$ cat src/rtl/logic_unit_pkg.sv
// Shared constants for the pipelined logic unit: op encodings, op width and FIFO depth.
// LOGIC_UNIT_REDUCE_EN (optional) adds the all-ones/parity flags elsewhere in this slice.
package logic_unit_pkg;

   localparam int OP_W     = 3;
   localparam int LU_DEPTH = 2;

   localparam logic [OP_W-1:0] OP_AND   = 3'd0;
   localparam logic [OP_W-1:0] OP_OR    = 3'd1;
   localparam logic [OP_W-1:0] OP_NAND  = 3'd2;
   localparam logic [OP_W-1:0] OP_NOR   = 3'd3;
   localparam logic [OP_W-1:0] OP_XOR   = 3'd4;
   localparam logic [OP_W-1:0] OP_XNOR  = 3'd5;
   localparam logic [OP_W-1:0] OP_NOTA  = 3'd6;
   localparam logic [OP_W-1:0] OP_PASSA = 3'd7;

endpackage

$ cat src/rtl/logic_unit_pipe_if.sv
// Operand/result handshake bundle for logic_unit_pipe.
// LOGIC_UNIT_REDUCE_EN adds out_all_ones and out_parity.
interface logic_unit_pipe_if #(parameter int WIDTH = 8);
   import logic_unit_pkg::*;

   // Both channels transfer on a cycle where valid & ready are high at the rising edge;
   // a producer holds valid and its payload steady until that transfer happens.
   logic              in_valid;
   logic              in_ready;
   logic [WIDTH-1:0]  in_a;
   logic [WIDTH-1:0]  in_b;
   logic [OP_W-1:0]   in_op;
   logic              out_valid;
   logic              out_ready;
   logic [WIDTH-1:0]  out_y;
   logic [OP_W-1:0]   out_op;
   logic              out_zero;
`ifdef LOGIC_UNIT_REDUCE_EN
   logic              out_all_ones;
   logic              out_parity;
`endif

   modport master (
      output in_valid, in_a, in_b, in_op, out_ready,
      input  in_ready, out_valid, out_y, out_op, out_zero
`ifdef LOGIC_UNIT_REDUCE_EN
      , input out_all_ones, out_parity
`endif
   );

   modport slave (
      input  in_valid, in_a, in_b, in_op, out_ready,
      output in_ready, out_valid, out_y, out_op, out_zero
`ifdef LOGIC_UNIT_REDUCE_EN
      , output out_all_ones, out_parity
`endif
   );

endinterface

$ cat src/rtl/logic_unit_core.sv
// Combinational bitwise op datapath: (a, b, op) -> y plus result flags.
// LOGIC_UNIT_REDUCE_EN adds the all-ones and parity flags.
module logic_unit_core
   import logic_unit_pkg::*;
#(
   parameter int WIDTH = 8
) (
   input  logic [WIDTH-1:0] a,
   input  logic [WIDTH-1:0] b,
   input  logic [OP_W-1:0]  op,
   output logic [WIDTH-1:0] y,
   output logic             zero
`ifdef LOGIC_UNIT_REDUCE_EN
   ,
   output logic             all_ones,
   output logic             parity
`endif
);

   always_comb begin
      y = a;
      case (op)
         OP_AND:   y = a & b;
         OP_OR:    y = a | b;
         OP_NAND:  y = ~(a & b);
         OP_NOR:   y = ~(a | b);
         OP_XOR:   y = a ^ b;
         OP_XNOR:  y = ~(a ^ b);
         OP_NOTA:  y = ~a;
         OP_PASSA: y = a;
         default:  y = a;
      endcase
   end

   assign zero = (y == '0);
`ifdef LOGIC_UNIT_REDUCE_EN
   assign all_ones = &y;
   assign parity   = ^y;
`endif

endmodule

$ cat src/rtl/logic_unit_pipe.sv
// Pipelined logic unit: computes on accept, buffers results in a 2-entry skid FIFO.
// LOGIC_UNIT_REDUCE_EN stores and outputs all-ones/parity flags per entry.
module logic_unit_pipe
   import logic_unit_pkg::*;
#(
   parameter int WIDTH = 8
) (
   input  logic          clk,
   input  logic          rst,
   logic_unit_pipe_if.slave bus
);

   logic [WIDTH-1:0] core_y;
   logic             core_zero;
`ifdef LOGIC_UNIT_REDUCE_EN
   logic             core_all_ones;
   logic             core_parity;
`endif

   logic_unit_core #(.WIDTH(WIDTH)) u_core (
      .a        (bus.in_a),
      .b        (bus.in_b),
      .op       (bus.in_op),
      .y        (core_y),
      .zero     (core_zero)
`ifdef LOGIC_UNIT_REDUCE_EN
      ,
      .all_ones (core_all_ones),
      .parity   (core_parity)
`endif
   );

   logic [1:0]       count_q, count_d;
   logic             wr_ptr_q, wr_ptr_d;
   logic             rd_ptr_q, rd_ptr_d;
   logic [WIDTH-1:0] y_mem_q    [LU_DEPTH];
   logic [WIDTH-1:0] y_mem_d    [LU_DEPTH];
   logic [OP_W-1:0]  op_mem_q   [LU_DEPTH];
   logic [OP_W-1:0]  op_mem_d   [LU_DEPTH];
   logic             zero_mem_q [LU_DEPTH];
   logic             zero_mem_d [LU_DEPTH];
   // Last popped entry, shown while empty so the outputs do not expose stale slots.
   logic [WIDTH-1:0] last_y_q, last_y_d;
   logic [OP_W-1:0]  last_op_q, last_op_d;
   logic             last_zero_q, last_zero_d;
`ifdef LOGIC_UNIT_REDUCE_EN
   logic             ao_mem_q  [LU_DEPTH];
   logic             ao_mem_d  [LU_DEPTH];
   logic             par_mem_q [LU_DEPTH];
   logic             par_mem_d [LU_DEPTH];
   logic             last_ao_q, last_ao_d;
   logic             last_par_q, last_par_d;
`endif

   logic push, pop, not_empty;

   assign not_empty    = (count_q != 2'd0);
   assign bus.in_ready = (count_q != 2'(LU_DEPTH));
   assign push         = bus.in_valid & bus.in_ready;
   assign pop          = not_empty & bus.out_ready;

   always_comb begin
      count_d     = count_q + 2'(push) - 2'(pop);
      wr_ptr_d    = wr_ptr_q;
      rd_ptr_d    = rd_ptr_q;
      y_mem_d     = y_mem_q;
      op_mem_d    = op_mem_q;
      zero_mem_d  = zero_mem_q;
      last_y_d    = last_y_q;
      last_op_d   = last_op_q;
      last_zero_d = last_zero_q;
`ifdef LOGIC_UNIT_REDUCE_EN
      ao_mem_d    = ao_mem_q;
      par_mem_d   = par_mem_q;
      last_ao_d   = last_ao_q;
      last_par_d  = last_par_q;
`endif
      if (push) begin
         y_mem_d[wr_ptr_q]    = core_y;
         op_mem_d[wr_ptr_q]   = bus.in_op;
         zero_mem_d[wr_ptr_q] = core_zero;
`ifdef LOGIC_UNIT_REDUCE_EN
         ao_mem_d[wr_ptr_q]   = core_all_ones;
         par_mem_d[wr_ptr_q]  = core_parity;
`endif
         wr_ptr_d = ~wr_ptr_q;
      end
      if (pop) begin
         last_y_d    = y_mem_q[rd_ptr_q];
         last_op_d   = op_mem_q[rd_ptr_q];
         last_zero_d = zero_mem_q[rd_ptr_q];
`ifdef LOGIC_UNIT_REDUCE_EN
         last_ao_d   = ao_mem_q[rd_ptr_q];
         last_par_d  = par_mem_q[rd_ptr_q];
`endif
         rd_ptr_d = ~rd_ptr_q;
      end
   end

   always_ff @(posedge clk) begin
      if (rst) begin
         count_q     <= 2'd0;
         wr_ptr_q    <= 1'b0;
         rd_ptr_q    <= 1'b0;
         y_mem_q     <= '{default: '0};
         op_mem_q    <= '{default: '0};
         zero_mem_q  <= '{default: 1'b1};
         last_y_q    <= '0;
         last_op_q   <= '0;
         last_zero_q <= 1'b1;
`ifdef LOGIC_UNIT_REDUCE_EN
         ao_mem_q    <= '{default: 1'b0};
         par_mem_q   <= '{default: 1'b0};
         last_ao_q   <= 1'b0;
         last_par_q  <= 1'b0;
`endif
      end else begin
         count_q     <= count_d;
         wr_ptr_q    <= wr_ptr_d;
         rd_ptr_q    <= rd_ptr_d;
         y_mem_q     <= y_mem_d;
         op_mem_q    <= op_mem_d;
         zero_mem_q  <= zero_mem_d;
         last_y_q    <= last_y_d;
         last_op_q   <= last_op_d;
         last_zero_q <= last_zero_d;
`ifdef LOGIC_UNIT_REDUCE_EN
         ao_mem_q    <= ao_mem_d;
         par_mem_q   <= par_mem_d;
         last_ao_q   <= last_ao_d;
         last_par_q  <= last_par_d;
`endif
      end
   end

   assign bus.out_valid    = not_empty;
   assign bus.out_y        = not_empty ? y_mem_q[rd_ptr_q]    : last_y_q;
   assign bus.out_op       = not_empty ? op_mem_q[rd_ptr_q]   : last_op_q;
   assign bus.out_zero     = not_empty ? zero_mem_q[rd_ptr_q] : last_zero_q;
`ifdef LOGIC_UNIT_REDUCE_EN
   assign bus.out_all_ones = not_empty ? ao_mem_q[rd_ptr_q]   : last_ao_q;
   assign bus.out_parity   = not_empty ? par_mem_q[rd_ptr_q]  : last_par_q;
`endif

endmodule

$ cat src/flat_wrapper.sv
// flat-port wrapper written by rule: the top's interface ports become plain ports
module logic_unit_pipe_flat import logic_unit_pkg::*;
#(
   parameter int WIDTH = 8
)
  (clk, rst, bus_in_valid, bus_in_a, bus_in_b, bus_in_op, bus_out_ready, bus_in_ready, bus_out_valid, bus_out_y, bus_out_op, bus_out_zero);
  logic_unit_pipe_if #(.WIDTH(WIDTH)) bus_i ();
  input  logic clk;
  input  logic rst;
  input wire logic [$bits(bus_i.in_valid)-1:0] bus_in_valid;
  input wire logic [$bits(bus_i.in_a)-1:0] bus_in_a;
  input wire logic [$bits(bus_i.in_b)-1:0] bus_in_b;
  input wire logic [$bits(bus_i.in_op)-1:0] bus_in_op;
  input wire logic [$bits(bus_i.out_ready)-1:0] bus_out_ready;
  output wire logic [$bits(bus_i.in_ready)-1:0] bus_in_ready;
  output wire logic [$bits(bus_i.out_valid)-1:0] bus_out_valid;
  output wire logic [$bits(bus_i.out_y)-1:0] bus_out_y;
  output wire logic [$bits(bus_i.out_op)-1:0] bus_out_op;
  output wire logic [$bits(bus_i.out_zero)-1:0] bus_out_zero;
  assign bus_i.in_valid = bus_in_valid;
  assign bus_i.in_a = bus_in_a;
  assign bus_i.in_b = bus_in_b;
  assign bus_i.in_op = bus_in_op;
  assign bus_i.out_ready = bus_out_ready;
  assign bus_in_ready = bus_i.in_ready;
  assign bus_out_valid = bus_i.out_valid;
  assign bus_out_y = bus_i.out_y;
  assign bus_out_op = bus_i.out_op;
  assign bus_out_zero = bus_i.out_zero;
  logic_unit_pipe #(.WIDTH(WIDTH)) u_core (.clk(clk), .rst(rst), .bus(bus_i));
endmodule
$ cat config.mk
export PLATFORM = sky130hd
export DESIGN_NAME = logic_unit_pipe_flat
export DESIGN_NICKNAME = d
export VERILOG_FILES = /design/src/rtl/logic_unit_pkg.sv /design/src/rtl/logic_unit_pipe_if.sv /design/src/rtl/logic_unit_core.sv /design/src/rtl/logic_unit_pipe.sv /design/src/flat_wrapper.sv
export SDC_FILE = /design/constraint.sdc
export NUM_CORES = 1
export LEC_CHECK = 0
export BUFFER_PORTS_ARGS = -buffer_cell sky130_fd_sc_hd__buf_4
export CAP_MARGIN = 25
export CORE_MARGIN = 4
export CORE_UTILIZATION = 44
export DETAILED_ROUTE_END_ITERATION = 6
export PLACE_DENSITY_LB_ADDON = 0.12
export RECOVER_POWER = 50
export SKIP_LAST_GASP = 1
export SLEW_MARGIN = 20
export SYNTH_ARGS = -nofsm -noshare
export SYNTH_HDL_FRONTEND = slang
export SYNTH_SLANG_ARGS = --single-unit
export TNS_END_PERCENT = 5
$ cat constraint.sdc
create_clock -name clk -period 2.45 [get_ports clk]
set_clock_uncertainty 0.15 [all_clocks]
set_input_delay 0.245 -clock clk [delete_from_list [all_inputs] [get_ports clk]]
set_output_delay 0.245 -clock clk [all_outputs]
set_load 0.02 [all_outputs]
==> out/summary.txt <==
Root Driver - clkbuf_8
Synth cell types - 35
Tmin final - 1.94 ns
Clk pwr share - 0.228
H-Tree Depth - 2
total of max-cap violations - 0
Hold Violations, Final - 0
routed vias - 1996
unrepaired setup endpoints after global routing - no
Final Slew Violations - 0
status - completed
Overflow after GRT - 0
Core Area - 0.00527 mm^2
FMAX - 0.516 GHz
Synth Instances - 302
ANT nets after route - 0
register area - 801 um^2
Crit. End Element - register
Cell Pwr Density - 950 mW/mm^2
critical path class - register to register
starting density of the core - 0.466
post-DP HPWL - 3.46 mm
yosys warns - 0
antenna cells - 0
Hold-fix buffers, CTS - 0
Inserted Clock Buffers - 5
clk sinks - 40
cell area after synthesis - 0.00246 mm^2
largest net degree at the start of global routing - 41
share of cells above drive strength 1 - 0.150
Post-synth EDFFs - 0
Initial DRC Count - 87
startpoint class of the critical path - register
Hold WS - 0.143 ns
most common cell after layout, fill and taps aside - nor2_1
post-cts sizing count - 0
via-per-instance ratio - 5.03
layout net count - 368
Reg power frac - 0.316
Power Internal - 1.72 mW
Syn Area/Cell - 8.14 um^2
switching share of power - 0.369
initial antenna violation count - 0
Critical Path RT - 2.50 ns
gpl congestion - 0.727
setup TNS - 0 ns
# Post-CTS Setup Buffers - 0
Total Power - 2.72 mW
DR WL/cell - 11.9 um
die width - 82.7 um
period utilisation layout - 0.791
sequential area share after synthesis - 0.326
DRT Wirelength - 4.73 mm
Net Sw Power - 1.00 mW
leakage power - 1.22 nW
Die Area - 0.00684 mm^2
Area Overhead vs Synth - 16.5%
Synth Flop Type - dfxtp_1
total I/O pin count - 37
vias in the first global route - 1691
Slew headroom - 0.342
Async SR Flop Fraction - 0
Longest Clk Path Bufs - 2
number of remaining DRC errors - 0
# setup viols final - 0
dpl ws - 0.461 ns
DR pass1 iterations - 4
clk_lat worst skew - 0.29 ns
port bufs - 36
Clock transition at path regs - 0.08 ns
Die Ht - 82.7 um
worst slew pin tran - 0.987 ns
Fill cells - 529
syn_nets - 343
crit path DAT - 1.99 ns
PnR worst setup slack - 0.513 ns
CTS tree - yes
most frequent cells in the layout - 51 x nor2_1, 40 x dfxtp_1, 37 x buf_4, 25 x a21oi_1, 25 x a211oi_1
first-pass GRT wire length - 7.90 mm
Total GRT Usage - 0.149
Yosys reg bits - 40
CP Max Fanout - 25
combinational fraction of design power - 0.457
hold crit path type - primary input to register
# rows - 26
area of the multi-input gates - 0.00147 mm^2
VDD IR-drop max - 0.488 mV
==> synth_stat cells (3+ instances only) <==
library cell / count / area share
inv_1: 22 / 0.034
buf_2: 5 / 0.010
xor2_1: 4 / 0.014
xnor2_1: 16 / 0.057
o31a_1: 3 / 0.011
dfxtp_1: 40 / 0.33
a21oi_1: 25 / 0.051
mux2i_1: 24 / 0.098
a211oi_1: 25 / 0.076
o21ai_0: 4 / 0.0081
ha_1: 18 / 0.092
nand2_1: 20 / 0.031
clkbuf_1: 14 / 0.021
nand2b_1: 3 / 0.0076
nor2_1: 51 / 0.078
==> state kept, by name, indices dropped and copies added (netlist names) <==
register	cells
u_core.count_q	2
u_core.y_mem_q	16
u_core.last_zero_q	1
u_core.last_y_q	8
u_core.zero_mem_q	2
u_core.last_op_q	3
u_core.wr_ptr_q	1
u_core.op_mem_q	6
u_core.rd_ptr_q	1
==> power by group through the flow <==
stage | clock [mW] | sequential [mW] | combinational (mW)
2_1_floorplan | 0 | 0.860 | 0.891
3_3_place_gp | 0 | 0.871 | 1.25
3_5_place_dp | 0 | 0.875 | 1.27
4_1_cts | 0.636 | 0.860 | 1.27
5_1_grt | 0.659 | 0.876 | 1.39
6_report | 0.619 | 0.859 | 1.24
==> critical path: stages (launching register included) <==
cell and delay [ns]:
dfxtp_1 0.36, or2_2 0.13, and2_1 0.14, clkbuf_1 0.74, nor2_1 0.09, a211oi_1 0.24
==> path summary, 6_finish.rpt <==
kind | depth (start not counted) | start | slack (ns) | endpoint
setup / recovery | 5 | u_core.count_q[1] | 0.51 | u_core.last_y_q[1]
hold / removal | 4 | bus_in_valid | 0.14 | u_core.wr_ptr_q
setup reg to reg | 5 | u_core.count_q[1] | 0.51 | u_core.last_y_q[1]
hold reg to reg | 2 | u_core.op_mem_q[3] | 0.31 | u_core.op_mem_q[3]
==> logic make-up after synthesis <==
logic type               share of synthesized area
adder cells (fa/ha/maj)                     0.0917
buffers and inverters                       0.0769
AO/OA/AOI/OAI                                0.178
AND/OR/NAND/NOR                              0.149
XOR/XNOR                                    0.0713
multiplexers                                 0.107
flip-flops                                   0.326
==> area by class of cell <==
| type | instances | share of cell area |
|---|---|---|
| Inverter | 23 | 0.0310 |
| Tap cell | 70 | 0.0306 |
| Multi-Input combinational cell | 217 | 0.513 |
| Timing Repair Buffer | 40 | 0.101 |
| Sequential cell | 40 | 0.280 |
| Clock inverter | 2 | 0.0210 |
| Clock buffer | 5 | 0.0240 |
==> per-stage QoR <==
stage	instances	instance area [um^2]	utilization
6_report	397	2860	0.543
5_1_grt	397	2860	0.543
4_1_cts	397	2870	0.545
3_5_place_dp	390	2750	0.521
3_3_place_gp	390	2750	0.521
2_1_floorplan	302	2460	-
==> routing by layer <==
metal,share of wire,track usage
met1,0.52,0.206
met2,0.42,0.228
met3,0.047,0.0293
met4,0.017,0.0588
met5,0,0
(Power assumes the default switching activity.)
